--- src/rtl/nfca_picc_tx.sv ---
`timescale 1ns/1ps
// nfca_picc_tx
// NFC-A (ISO14443A) PICC-to-PCD transmitter for card emulation. Byte stream in,
// Manchester-coded 847.5 kHz subcarrier load modulation out, framed as
// SOF, data bits (LSB first) with odd parity per full byte, then EOF.
//
// Ports
//   clk          81.36 MHz clock
//   rstn         asynchronous active-low reset
//   tx_tvalid    byte valid
//   tx_tready    byte accepted when tx_tvalid & tx_tready
//   tx_tdata     byte, sent LSB first
//   tx_tdatab    valid bits of the last byte (1..8, 0 or >8 means 8), only with tx_tlast
//   tx_tlast     last byte of the frame
//   tx_busy      high from SOF through EOF
//   tx_done      one-cycle pulse on the final EOF cycle
//   tx_underrun  one-cycle pulse on the first EOF cycle of a frame cut short
//   mod_out      load-modulation switch control, 1 = load on
module nfca_picc_tx #(
  parameter int SUBC_HALF = 48,
  parameter int SUBC_NUM  = 4
) (
  input  logic       clk,
  input  logic       rstn,
  input  logic       tx_tvalid,
  output logic       tx_tready,
  input  logic [7:0] tx_tdata,
  input  logic [3:0] tx_tdatab,
  input  logic       tx_tlast,
  output logic       tx_busy,
  output logic       tx_done,
  output logic       tx_underrun,
  output logic       mod_out
);

  localparam int PH_W = (SUBC_HALF > 1) ? $clog2(SUBC_HALF) : 1;
  localparam int HP_W = $clog2(2 * SUBC_NUM);
  localparam logic [PH_W-1:0] PH_LAST = PH_W'(SUBC_HALF - 1);
  localparam logic [HP_W-1:0] HP_LAST = HP_W'(2 * SUBC_NUM - 1);

  localparam logic [2:0] S_IDLE = 3'd0;
  localparam logic [2:0] S_SOF  = 3'd1;
  localparam logic [2:0] S_DATA = 3'd2;
  localparam logic [2:0] S_PAR  = 3'd3;
  localparam logic [2:0] S_EOF  = 3'd4;

  // Bit count of a byte: only a tlast byte may be partial.
  function automatic logic [3:0] norm_len(input logic [3:0] db, input logic last);
    if (last && (db >= 4'd1) && (db <= 4'd7)) return db;
    return 4'd8;
  endfunction

  function automatic logic odd_par(input logic [7:0] b);
    return ~(^b);
  endfunction

  // Control state
  logic [2:0]      state_q, state_d;
  logic [PH_W-1:0] ph_q, ph_d;
  logic [HP_W-1:0] hp_q, hp_d;
  logic            half_q, half_d;
  logic            bit_q, bit_d;
  logic [2:0]      idx_q, idx_d;
  logic            buf_full_q, buf_full_d;
  logic            urun_q, urun_d;
  logic            mod_q, mod_d;
  // Data path (no reset needed)
  logic [7:0]      byte_q, byte_d;
  logic [3:0]      len_q, len_d;
  logic            last_q, last_d;
  logic [7:0]      buf_data_q, buf_data_d;
  logic [3:0]      buf_len_q, buf_len_d;
  logic            buf_last_q, buf_last_d;

  logic accept;
  logic bit_end;
  logic load;

  assign tx_tready   = ~buf_full_q & (state_q != S_EOF);
  assign accept      = tx_tvalid & tx_tready;
  assign bit_end     = (ph_q == PH_LAST) & (hp_q == HP_LAST) & half_q;
  assign tx_busy     = (state_q != S_IDLE);
  assign tx_done     = (state_q == S_EOF) & bit_end;
  assign tx_underrun = urun_q;
  assign mod_out     = mod_q;

  always_comb begin
    state_d    = state_q;
    ph_d       = ph_q;
    hp_d       = hp_q;
    half_d     = half_q;
    bit_d      = bit_q;
    idx_d      = idx_q;
    buf_full_d = buf_full_q;
    urun_d     = 1'b0;
    byte_d     = byte_q;
    len_d      = len_q;
    last_d     = last_q;
    buf_data_d = buf_data_q;
    buf_len_d  = buf_len_q;
    buf_last_d = buf_last_q;
    load       = 1'b0;

    if (accept) begin
      buf_full_d = 1'b1;
      buf_data_d = tx_tdata;
      buf_len_d  = norm_len(tx_tdatab, tx_tlast);
      buf_last_d = tx_tlast;
    end

    // Timing chain runs only inside a frame and wraps to zero exactly at
    // each bit boundary, so IDLE always restarts from a clean phase.
    if (state_q != S_IDLE) begin
      if (ph_q == PH_LAST) begin
        ph_d = '0;
        if (hp_q == HP_LAST) begin
          hp_d   = '0;
          half_d = ~half_q;
        end else begin
          hp_d = hp_q + 1'b1;
        end
      end else begin
        ph_d = ph_q + 1'b1;
      end
    end

    case (state_q)
      S_IDLE: begin
        // Start the cycle after the buffer fills, whether it filled just
        // now or was preloaded during the previous frame.
        if (buf_full_q || accept) begin
          state_d = S_SOF;
          bit_d   = 1'b1;
        end
      end
      S_SOF: begin
        if (bit_end) load = 1'b1;
      end
      S_DATA: begin
        if (bit_end) begin
          if ({1'b0, idx_q} != (len_q - 4'd1)) begin
            idx_d = idx_q + 3'd1;
            bit_d = byte_q[idx_q + 3'd1];
          end else if (len_q == 4'd8) begin
            state_d = S_PAR;
            bit_d   = odd_par(byte_q);
          end else begin
            state_d = S_EOF;
          end
        end
      end
      S_PAR: begin
        if (bit_end) begin
          if (last_q) begin
            state_d = S_EOF;
          end else if (buf_full_q) begin
            load = 1'b1;
          end else begin
            state_d = S_EOF;
            urun_d  = 1'b1;
          end
        end
      end
      S_EOF: begin
        if (bit_end) state_d = S_IDLE;
      end
      default: state_d = S_IDLE;
    endcase

    // Moving the byte into the shifter frees the buffer on the first
    // cycle of its first bit, so the next byte can be preloaded.
    if (load) begin
      state_d    = S_DATA;
      byte_d     = buf_data_q;
      len_d      = buf_len_q;
      last_d     = buf_last_q;
      idx_d      = 3'd0;
      bit_d      = buf_data_q[0];
      buf_full_d = 1'b0;
    end
  end

  // Manchester: logic 1 modulates the first half, logic 0 the second.
  // A modulated half is SUBC_NUM subcarrier periods, each starting high.
  always_comb begin
    mod_d = ((state_d == S_SOF) || (state_d == S_DATA) || (state_d == S_PAR)) &&
            (half_d ^ bit_d) && !hp_d[0];
  end

  // Stage boundary: control registers
  always_ff @(posedge clk or negedge rstn) begin
    if (!rstn) begin
      state_q    <= S_IDLE;
      ph_q       <= '0;
      hp_q       <= '0;
      half_q     <= 1'b0;
      bit_q      <= 1'b0;
      idx_q      <= 3'd0;
      buf_full_q <= 1'b0;
      urun_q     <= 1'b0;
      mod_q      <= 1'b0;
    end else begin
      state_q    <= state_d;
      ph_q       <= ph_d;
      hp_q       <= hp_d;
      half_q     <= half_d;
      bit_q      <= bit_d;
      idx_q      <= idx_d;
      buf_full_q <= buf_full_d;
      urun_q     <= urun_d;
      mod_q      <= mod_d;
    end
  end

  // Stage boundary: data registers
  always_ff @(posedge clk) begin
    byte_q     <= byte_d;
    len_q      <= len_d;
    last_q     <= last_d;
    buf_data_q <= buf_data_d;
    buf_len_q  <= buf_len_d;
    buf_last_q <= buf_last_d;
  end

endmodule
--- config.mk ---
export PLATFORM = sky130hd
export DESIGN_NAME = nfca_picc_tx
export DESIGN_NICKNAME = d
export VERILOG_FILES = /design/src/rtl/nfca_picc_tx.sv
export SDC_FILE = /design/constraint.sdc
export NUM_CORES = 1
export LEC_CHECK = 0
export CORE_MARGIN = 2
export CORE_UTILIZATION = 51
export DETAILED_ROUTE_END_ITERATION = 10
export PLACE_DENSITY_LB_ADDON = 0.25
export SYNTH_ARGS = -nofsm -noshare
export SYNTH_HDL_FRONTEND = slang
export SYNTH_SLANG_ARGS = --single-unit
export TNS_END_PERCENT = 20
--- constraint.sdc ---
create_clock -name clk -period 2.3 [get_ports clk]
set_input_delay 0.345 -clock clk [delete_from_list [all_inputs] [get_ports clk]]
set_output_delay 0.345 -clock clk [all_outputs]
set_load 0.005 [all_outputs]
==> results.json, run 1 <==
{
  "status": "finished with violations",
  "violations": "setup timing",
  "first_pass_iters": 4,
  "hold_viol": 0,
  "internal_power_mw": 1.35,
  "multi_input_area_sq_um": 898,
  "slew_violations": 0,
  "ys_ff_latch": 46,
  "drc_errors": 0,
  "synthesis.nets": 199,
  "grt_pass1_wl_um": 6710,
  "syn_area_sq_mm": 0.00221,
  "hpwl_um": 2900,
  "cts-buffers-inserted": 5,
  "grt_setup_unrepaired": "yes",
  "seqPwrFrac_pct": 56.1,
  "synth_edf_count": 26,
  "stdcell_count": 263,
  "syn_area_per_cell_sq_um": 12.5,
  "tightest_slew_ns": 0.375,
  "p_comb_share_pct": 15.8,
  "wl_per_cell_um": 14.8,
  "ys_types": 48,
  "drt_wl_total_um": 3890,
  "syn_inst": 177,
  "ys_seq_area_share_pct": 58.0,
  "path_max_fanout": 4,
  "p_leak_nw": 1.04,
  "grt_max_degree": 21,
  "finalPower_mw": 1.87,
  "fin_ws_ns": -0.000932,
  "relSlewSlack_pct": 74.9,
  "dpl_worst_slack_ns": 0.0296,
  "pin_count": 21,
  "cp_num_cells": 8,
  "start_kind": "flop",
  "fin_skew_ns": 0.00307,
  "reg2reg_depth": 8,
  "io_buffers": 20,
  "post-route-min-period_ns": 2.30,
  "timing.rr.end": "mod_out$_DFF_PN0_",
  "p_sw_share_pct": 27.7,
  "coreArea_sq_mm": 0.00409,
  "grt_overflow": 0,
  "hold_ws_ns": 0.381,
  "htreeDepth": 2,
  "synthFlopType": "edfxtp_1",
  "first_iter_violations": 130,
  "cts.sinks": 46,
  "drive_gt1_share_pct": 16.4,
  "die_h_um": 69.8,
  "r2r_start": "len_q[1]$_DFFE_PP_",
  "crit_arrival_ns": 2.50,
  "num_vias": 1493,
  "grt_pass1_vias": 1501,
  "clkLatencyLatePin_ns": 0.30,
  "layout_commonest_cell": "edfxtp_1",
  "tritoncts": "done",
  "design_area_sq_mm": 0.00265,
  "place_area_sq_mm": 0.00251,
  "root_buffer": "clkbuf_8",
  "n_fill_cell": 302,
  "timing.critical_path.cells": "inv_2 -> ha_1 -> xor2_1 -> or3b_4 -> o311a_1 -> a222oi_1 -> nor3b_2 -> nor3_1",
  "clock_path_buffers": 2,
  "gp_congestion": 0.870,
  "ant_nets": 0,
  "layout_common_cells": "26 x edfxtp_1, 20 x dfrtp_1, 19 x clkdlybuf4s50_1",
  "drv_cap": 0,
  "clk_pin_slew_ns": 0.09,
  "critical-path-slowest-cell": "or3b_4",
  "cpLargestDelayFamily": "simple AND/OR/NAND/NOR gates",
  "grt_use_total_pct": 17.5,
  "setup_viol": 1,
  "rows": 23,
  "dieArea_sq_mm": 0.00487,
  "vias_per_cell": 5.68,
  "path_buf_inv": 1,
  "crit_path_max_incr_delay_ns": 0.41,
  "antenna_found_initial": 0,
  "cp.required_ns": 2.50,
  "power.density_mw_per_mm2": 703,
  "cts_hold_repair.buffers": 0,
  "ir_drop_uv": 525,
  "start_util_pct": 54.0,
  "r2r_setup_slack_ns": -0.0009,
  "cp-end-kind": "flop",
  "synthArstFlopShare_pct": 43.5,
  "p_sw_mw": 0.517,
  "die_x_um": 69.8,
  "p_clk_share_pct": 28.1,
  "fmax_mhz": 435,
  "hp-class": "primary input to asynchronous set/reset pin",
  "syn_to_final_growth_pct": 20.2,
  "criticalPathCategory": "flop to flop",
  "finalCritPeriodShare_pct": 100,
  "final_nets": 234,
  "regArea_sq_mm": 0.00128,
  "insertedDiodeCount": 0,
  "ys.warnings.count": 0,
  "placedCellCount": 251
}
-- routing by layer --
layer | vias to the layer above | wire, um | GRT usage [%]
met5 | - | 0 | 0
met3 | 7 | 149 | 3.34
met1 | 720 | 1680 | 21.1
met4 | 0 | 55 | 8.12
met2 | 39 | 2000 | 30.1
li1 | 727 | - | -
-- power by group through the flow --
stage | Clock (mW) | Sequential, mW | Combinational [mW]
2_1_floorplan | 0 | 1.04 | 0.183
3_3_place_gp | 0 | 1.06 | 0.257
3_5_place_dp | 0 | 1.06 | 0.285
4_1_cts | 0.534 | 1.04 | 0.299
5_1_grt | 0.573 | 1.06 | 0.339
6_report | 0.525 | 1.05 | 0.294
-- synthesized netlist by cell type, drive strengths merged, types with 2 or more instances --
cell	number	share of area, %
edfxtp	26	35
dfrtp	20	23
nand2	18	3.1
xnor2	10	4.0
o21ai	9	2.0
nor2	8	1.4
inv	7	1.2
and2	6	1.7
ha	6	3.4
nor3	6	1.6
a21oi	5	1.1
mux2	5	2.6
nor2b	5	1.4
xor2	3	1.2
a31oi	2	0.57
and4	2	0.79
buf	2	0.74
mux2i	2	0.91
mux4	2	2.2
nand2b	2	0.57
nand3	2	0.45
nor4	2	0.57
o2111ai	2	0.79
o21a	2	0.68
o31ai	2	0.68
or4	2	0.68
-- cell families after synthesis --
group,share of synthesized area (%)
adders and majority gates,3.40
buffers and inverters,1.93
xor gates and xnor gates,5.16
AOI/OAI and AO/OA,9.01
muxes,5.67
and+or+nand+nor,16.8
DFF,58.0
-- layout make-up --
class | instances | share of cell area, %
sequential | 46 | 48.3
multi-input combinational | 122 | 33.9
timing repair buffer | 30 | 10.8
clock buffer | 5 | 2.59
tap | 50 | 2.36
clock inverter | 3 | 1.08
inverter | 7 | 0.991
-- per-stage QoR --
step / TNS [ns] / utilization, %
final: -0.000932 / 64.9
after detailed placement: 0 / 61.5
after CTS: 0 / 64.4
after floorplan: 0 / -
after global placement: 0 / 61.5
after global routing: -0.138 / 64.9
-- sequential cells by signal (all words and copies together) (netlist names), 3 cells and up --
register	cells
buf_data_q	8
buf_len_q	4
byte_q	8
hp_q	3
idx_q	3
len_q	4
ph_q	6
state_q	3
-- how the worst max path moves through the flow --
stage | from | endpoint | slack (ns)
finish | len_q[1]$_DFFE_PP_ | mod_out$_DFF_PN0_ | -0.0009
floorplan | len_q[0]$_DFFE_PP_ | mod_out$_DFF_PN0_ | 0.11
global placement | len_q[0]$_DFFE_PP_ | mod_out$_DFF_PN0_ | 0.12
global route | len_q[1]$_DFFE_PP_ | mod_out$_DFF_PN0_ | -0.14
detailed placement | len_q[1]$_DFFE_PP_ | mod_out$_DFF_PN0_ | 0.03
CTS | len_q[0]$_DFFE_PP_ | mod_out$_DFF_PN0_ | 0.004
-- timing repair --
item                                    CTS  global route
gates resized for setup                   4             3
endpoints found under the setup margin    2             1
buffers inserted                          2             2
pin swaps                                 1             2
-- worst register-to-register path, stage by stage (launching register included) --
cell	delay [ns]
edfxtp_1	0.40
inv_2	0.05
ha_1	0.18
xor2_1	0.17
or3b_4	0.41
o311a_1	0.30
a222oi_1	0.39
nor3b_2	0.23
nor3_1	0.07
Note: power is estimated with default switching activity, not from simulation.
==> run 2: changes to the inputs <==
--- a/config.mk
+++ b/config.mk
@@ -5,6 +5,7 @@
 export SDC_FILE = /design/constraint.sdc
 export NUM_CORES = 1
 export LEC_CHECK = 0
+export ABC_AREA = 1
 export CORE_MARGIN = 2
 export CORE_UTILIZATION = 51
 export DETAILED_ROUTE_END_ITERATION = 10
==> run 2 against run 1 <==
Net effect:
- the run now ends clean
- area after synthesis increased by 4.0%
- total power shrank 26%
- final cell count up 31%
- clock power down 9.0%
- register-to-register slack improved by 0.32 ns
- critical path depth decreased by 3
- via count up 14%
- final area is 2.8% higher
- synthesized cell count is 45% higher
- fmax up 14%
- non-clock buffer count decreased by 2
- largest power group unchanged
- highest routed layer unchanged
==> results.json, run 2 <==
{
  "ir_drop_uv": 448,
  "criticalPathCategory": "flop to output port",
  "final_nets": 314,
  "vias_per_cell": 4.95,
  "grt_overflow": 0,
  "grt_max_degree": 21,
  "io_buffers": 20,
  "worstSetupEndpoint": "tx_tready",
  "ys_ff_latch": 46,
  "die_x_um": 71.1,
  "hp-class": "primary input to asynchronous set/reset pin",
  "top_regs": "buf_data_q: 8 flops, byte_q: 8 flops, ph_q: 6 flops",
  "grt_setup_unrepaired": "no",
  "n_fill_cell": 376,
  "die_h_um": 71.1,
  "clkLatencyLatePin_ns": 0.29,
  "htreeDepth": 2,
  "antenna_found_initial": 0,
  "place_area_sq_mm": 0.00259,
  "cts.sinks": 46,
  "syn_area_per_cell_sq_um": 8.93,
  "path_max_fanout": 5,
  "ys_types": 27,
  "syn_to_final_growth_pct": 18.8,
  "syn_area_sq_mm": 0.00230,
  "start_kind": "flop",
  "synthFlopType": "edfxtp_1",
  "root_buffer": "clkbuf_8",
  "insertedDiodeCount": 0,
  "wl_per_cell_um": 11.5,
  "synth_most_common_cell": "nand2_1",
  "grt_use_total_pct": 17.9,
  "clock_path_buffers": 2,
  "cp.required_ns": 1.96,
  "cts-buffers-inserted": 5,
  "slew_violations": 0,
  "finalCritPeriodShare_pct": 88.1,
  "first_pass_iters": 4,
  "fin_skew_ns": 0.00678,
  "syn_inst": 257,
  "design_area_sq_mm": 0.00273,
  "hpwl_um": 2980,
  "rows": 24,
  "synth_area_leaders": "edfxtp_1 34%, dfrtp_1 22%, nand2_1 13%",
  "r2r_setup_slack_ns": 0.32,
  "tritoncts": "done",
  "synthesis.nets": 279,
  "grt_pass1_wl_um": 7040,
  "dieArea_sq_mm": 0.00505,
  "post-synth-top-area-cell": "edfxtp_1",
  "reg2reg_depth": 6,
  "synth_edf_count": 26,
  "cp-end-kind": "output port",
  "layout_common_cells": "76 x nand2_1, 31 x inv_1, 26 x edfxtp_1",
  "coreArea_sq_mm": 0.00435,
  "power.density_mw_per_mm2": 507,
  "drive_gt1_share_pct": 13.3,
  "post-route-min-period_ns": 2.03,
  "status": "finished, final reports clean",
  "p_leak_nw": 1.20,
  "setup_viol": 0,
  "synthArstFlopShare_pct": 43.5,
  "drv_cap": 0,
  "timing.rr.end": "byte_q[6]$_DFFE_PP_",
  "ys_seq_area_share_pct": 55.8,
  "setup-tns-final_ns": 0,
  "drt_wl_total_um": 3960,
  "grt_pass1_vias": 1705,
  "num_vias": 1709,
  "ys.warnings.count": 0,
  "synth_commonest_cells": "77 x nand2_1, 31 x inv_1, 26 x edfxtp_1",
  "synth_top_area_share_pct": 34.0,
  "gp_congestion": 0.785,
  "tightest_slew_ns": 0.511,
  "cp-startpoint": "state_q[0]$_DFF_PN0_",
  "pin_count": 21,
  "layout_commonest_cell": "nand2_1",
  "clk_pin_slew_ns": 0.09,
  "crit_arrival_ns": 1.68,
  "fmax_mhz": 493,
  "hold_viol": 0,
  "first_iter_violations": 87,
  "fin_util_pct": 62.6,
  "cts_hold_repair.buffers": 0,
  "drc_errors": 0,
  "relSlewSlack_pct": 65.9,
  "ant_nets": 0,
  "r2r_start": "ph_q[1]$_DFFE_PN0N_",
  "start_util_pct": 52.7
}
## run 2: changes by cell type in the layout (fill, tap and decap cells not counted), sizes merged, moves of 8 or more
cell	change
o21ai	+8
nand2	+62
xnor2	-9
nand3	+14
nor2	+16
inv	+31
## run 2: logic make-up after synthesis
logic type	Yosys count	synth area share, %
AO/OA/AOI/OAI	30	6.87
XOR/XNOR	2	0.763
adder cells (fa/ha/maj)	6	3.27
buffers and inverters	41	6.76
flip-flops	46	55.8
AND/OR/NAND/NOR	132	26.5
## run 2: per-layer routing
layer / track usage [%] / vias to the layer above / part of all wire, %
met5: 0 / - / 0
met2: 30.2 / 29 / 49
li1: - / 899 / -
met3: 4.27 / 6 / 3.7
met1: 22.7 / 775 / 46
met4: 5.87 / 0 / 1.8
## run 2: where the power goes
group	switching (mW)	internal, mW	total [mW]	leakage, nW
combinational	0.0132	0.0247	0.0379	0.666
clock	0.263	0.215	0.478	0.0417
sequential	0	0.867	0.867	0.493
## run 2: critical path, stage by stage (launching register included)
cell and delay [ns]:
dfrtp_1 0.41, inv_2 0.09, nand2_1 0.09, nor2_1 0.28, nor2_1 0.07, clkdlybuf4s50_1 0.45
## run 2: worst min path at each step
stage / start / endpoint / slack, ns / cells past startpoint
floorplan: rstn / bit_q$_DFF_PN0_ / 0.05 / 0
global placement: buf_len_q[1]$_SDFFCE_PN0P_ / len_q[1]$_DFFE_PP_ / 0.40 / 0
detailed placement: buf_data_q[1]$_DFFE_PP_ / byte_q[1]$_DFFE_PP_ / 0.40 / 0
CTS: rstn / idx_q[2]$_DFFE_PN0P_ / 0.39 / 2
global route: rstn / tx_underrun$_DFF_PN0_ / 0.41 / 2
finish: rstn / idx_q[2]$_DFFE_PN0P_ / 0.39 / 2
## run 2: layout make-up
type | count | area (sq um) | area share (%)
Sequential cell | 46 | 1280 | 47.0
Multi-Input combinational cell | 170 | 877 | 32.2
Timing Repair Buffer | 28 | 263 | 9.63
Inverter | 41 | 155 | 5.69
Clock buffer | 6 | 72.6 | 2.66
Tap cell | 52 | 65.1 | 2.39
Clock inverter | 2 | 13.8 | 0.505
## run 2: what timing repair did
item | CTS | global route
setup endpoints to repair | 1 | 1
endpoints found under the hold margin | 0 | 0
resized for setup | 1 | 4
pin swaps | 2 | 1
buffers inserted | 1 | 4
## run 2: through the flow
stage	total power, mW	hold slack [ns]	setup slack, ns	cells
floorplan	0.890	0.0494	0.416	257
global placement	0.923	0.401	0.345	332
detailed placement	0.924	0.405	0.277	332
CTS	1.40	0.390	0.0378	341
global route	1.43	0.411	0.159	345
finish	1.38	0.385	0.274	345
==> run 3: changes to the inputs <==
--- a/config.mk
+++ b/config.mk
@@ -7,7 +7,7 @@
 export LEC_CHECK = 0
 export ABC_AREA = 1
 export CORE_MARGIN = 2
-export CORE_UTILIZATION = 51
+export CORE_UTILIZATION = 57
 export DETAILED_ROUTE_END_ITERATION = 10
 export PLACE_DENSITY_LB_ADDON = 0.25
 export SYNTH_ARGS = -nofsm -noshare
==> constraint.sdc (replaced) <==
create_clock -name clk -period 1.9 [get_ports clk]
set_input_delay 0.285 -clock clk [delete_from_list [all_inputs] [get_ports clk]]
set_output_delay 0.285 -clock clk [all_outputs]
set_load 0.005 [all_outputs]
==> run 3 against run 2 <==
Net effect:
- critical path depth unchanged
- sequential share of layout area down 1.1 points
- first-iteration DRC count rose by 53%
- wire length increased by 2.0%
- total power up 31%
- critical path type unchanged
==> results.json, run 3 (synthesis results as in run 2) <==
{
  "status": "finished, final reports clean",
  "cp-end-kind": "output port",
  "r2r_start": "ph_q[1]$_DFFE_PN0N_",
  "tritoncts": "done",
  "post-route-min-period_ns": 1.85,
  "vias_per_cell": 5.06,
  "ir_drop_uv": 496,
  "crit_path_max_incr_delay_ns": 0.44,
  "hold_ws_ns": 0.327,
  "htreeDepth": 2,
  "slew_violations": 0,
  "gp_congestion": 0.885,
  "n_fill_cell": 295,
  "dieArea_sq_mm": 0.00455,
  "first_pass_iters": 4,
  "start_kind": "flop",
  "hpwl_um": 2900,
  "antenna_found_initial": 0,
  "cts.sinks": 46,
  "wl_per_cell_um": 11.7,
  "ant_nets": 0,
  "finalCritPeriodShare_pct": 97.6,
  "timing.rr.end": "mod_out$_DFF_PN0_",
  "pin_count": 21,
  "drv_cap": 0,
  "setup_viol": 0,
  "fin_ws_ns": 0.0450,
  "relSlewSlack_pct": 76.3,
  "rows": 23,
  "tightest_slew_ns": 0.355,
  "top_regs": "buf_data_q: 8 flops, byte_q: 8 flops, ph_q: 6 flops",
  "crit_arrival_ns": 1.57,
  "path_max_fanout": 5,
  "r2r_setup_slack_ns": 0.10,
  "syn_to_final_growth_pct": 21.6,
  "die_h_um": 67.5,
  "final_nets": 318,
  "insertedDiodeCount": 0,
  "layout_common_cells": "75 x nand2_1, 29 x inv_1, 26 x edfxtp_1",
  "clkLatencyLatePin_ns": 0.30,
  "fin_skew_ns": 0.0113,
  "coreArea_sq_mm": 0.00394,
  "stdcell_count": 347,
  "drive_gt1_share_pct": 15.8,
  "power.density_mw_per_mm2": 648,
  "grt_setup_unrepaired": "yes",
  "first_iter_violations": 133,
  "die_x_um": 67.5,
  "hold_viol": 0,
  "critical-path-slowest-cell": "clkdlybuf4s50_1",
  "io_buffers": 20,
  "clk_pin_slew_ns": 0.09,
  "grt_use_total_pct": 19.2,
  "layout_commonest_cell": "nand2_1",
  "grt_max_degree": 21,
  "p_leak_nw": 1.23,
  "setup-tns-final_ns": 0,
  "grt_pass1_vias": 1549,
  "start_util_pct": 58.2,
  "reg2reg_depth": 14,
  "timing.critical_path.cells": "inv_2 -> nand2_1 -> nor2_2 -> nor2_1 -> clkdlybuf4s50_1",
  "drt_wl_total_um": 4050,
  "cp.required_ns": 1.62,
  "placedCellCount": 334,
  "drc_errors": 0,
  "num_vias": 1756,
  "finalPower_mw": 1.81,
  "cts-buffers-inserted": 5,
  "clock_path_buffers": 2,
  "hp-class": "primary input to asynchronous set/reset pin",
  "fmax_mhz": 539,
  "grt_pass1_wl_um": 6460,
  "grt_overflow": 0,
  "criticalPathCategory": "flop to output port",
  "root_buffer": "clkbuf_8",
  "dpl_worst_slack_ns": 0.0120
}
run 3: cell types whose count changed in the layout (fill, tap and decap cells not counted), sizes merged:
cell,change
buf,+4
bufinv,+1
clkbuf,+1
clkinv,-1
dlymetal6s2s,-1
run 3: worst max-delay path, delay by kind of cell, from the launching register on:
kind,cells,cell delay [ns]
AND/OR/NAND/NOR,3,0.32
flip-flops,1,0.41
buffers and inverters,2,0.54
run 3: stage by stage:
| stage | util, % | area (sq um) |
|---|---|---|
| floorplan | - | 2300 |
| global placement | 66.4 | 2620 |
| detailed placement | 66.4 | 2620 |
| CTS | 69.5 | 2740 |
| global route | 70.8 | 2790 |
| finish | 70.8 | 2790 |
run 3: routing by layer:
layer	part of all wire (%)	GRT usage [%]
met4	1.6	8.42
met5	0	0
met1	46	24.3
met2	49	31.6
met3	4.0	4.33
run 3: power breakdown:
part	switching (mW)	internal, mW
Sequential	0	1.05
Clock	0.319	0.392
Combinational	0.0168	0.0299
Total	0.336	1.47
run 3: area by class of cell:
cell class,instances,area [sq um],area share [%]
Tap cell,50,62.6,2.24
Timing Repair Buffer,32,289,10.4
Inverter,41,156,5.60
Multi-Input combinational cell,170,892,32.0
Sequential cell,46,1280,45.9
Clock inverter,2,37.5,1.34
Clock buffer,6,72.6,2.60
run 3: worst max path at each step:
stage	slack [ns]	cells after the start	start	end
after floorplan	0.02	10	ph_q[1]$_DFFE_PN0N_	mod_out$_DFF_PN0_
after global placement	0.08	15	idx_q[1]$_DFFE_PN0P_	mod_out$_DFF_PN0_
after detailed placement	0.01	6	ph_q[1]$_DFFE_PN0N_	tx_done
after CTS	0.05	6	ph_q[1]$_DFFE_PN0N_	tx_done
after global routing	-0.07	14	ph_q[1]$_DFFE_PN0N_	mod_out$_DFF_PN0_
final	0.05	5	state_q[0]$_DFF_PN0_	tx_tready
run 3: repair_timing:
action | CTS | global route
buffers inserted | 1 | 4
gates resized for setup | 4 | 11
setup endpoints to repair | 2 | 4
pin swaps | 1 | 8
hold buffers | 0 | 0
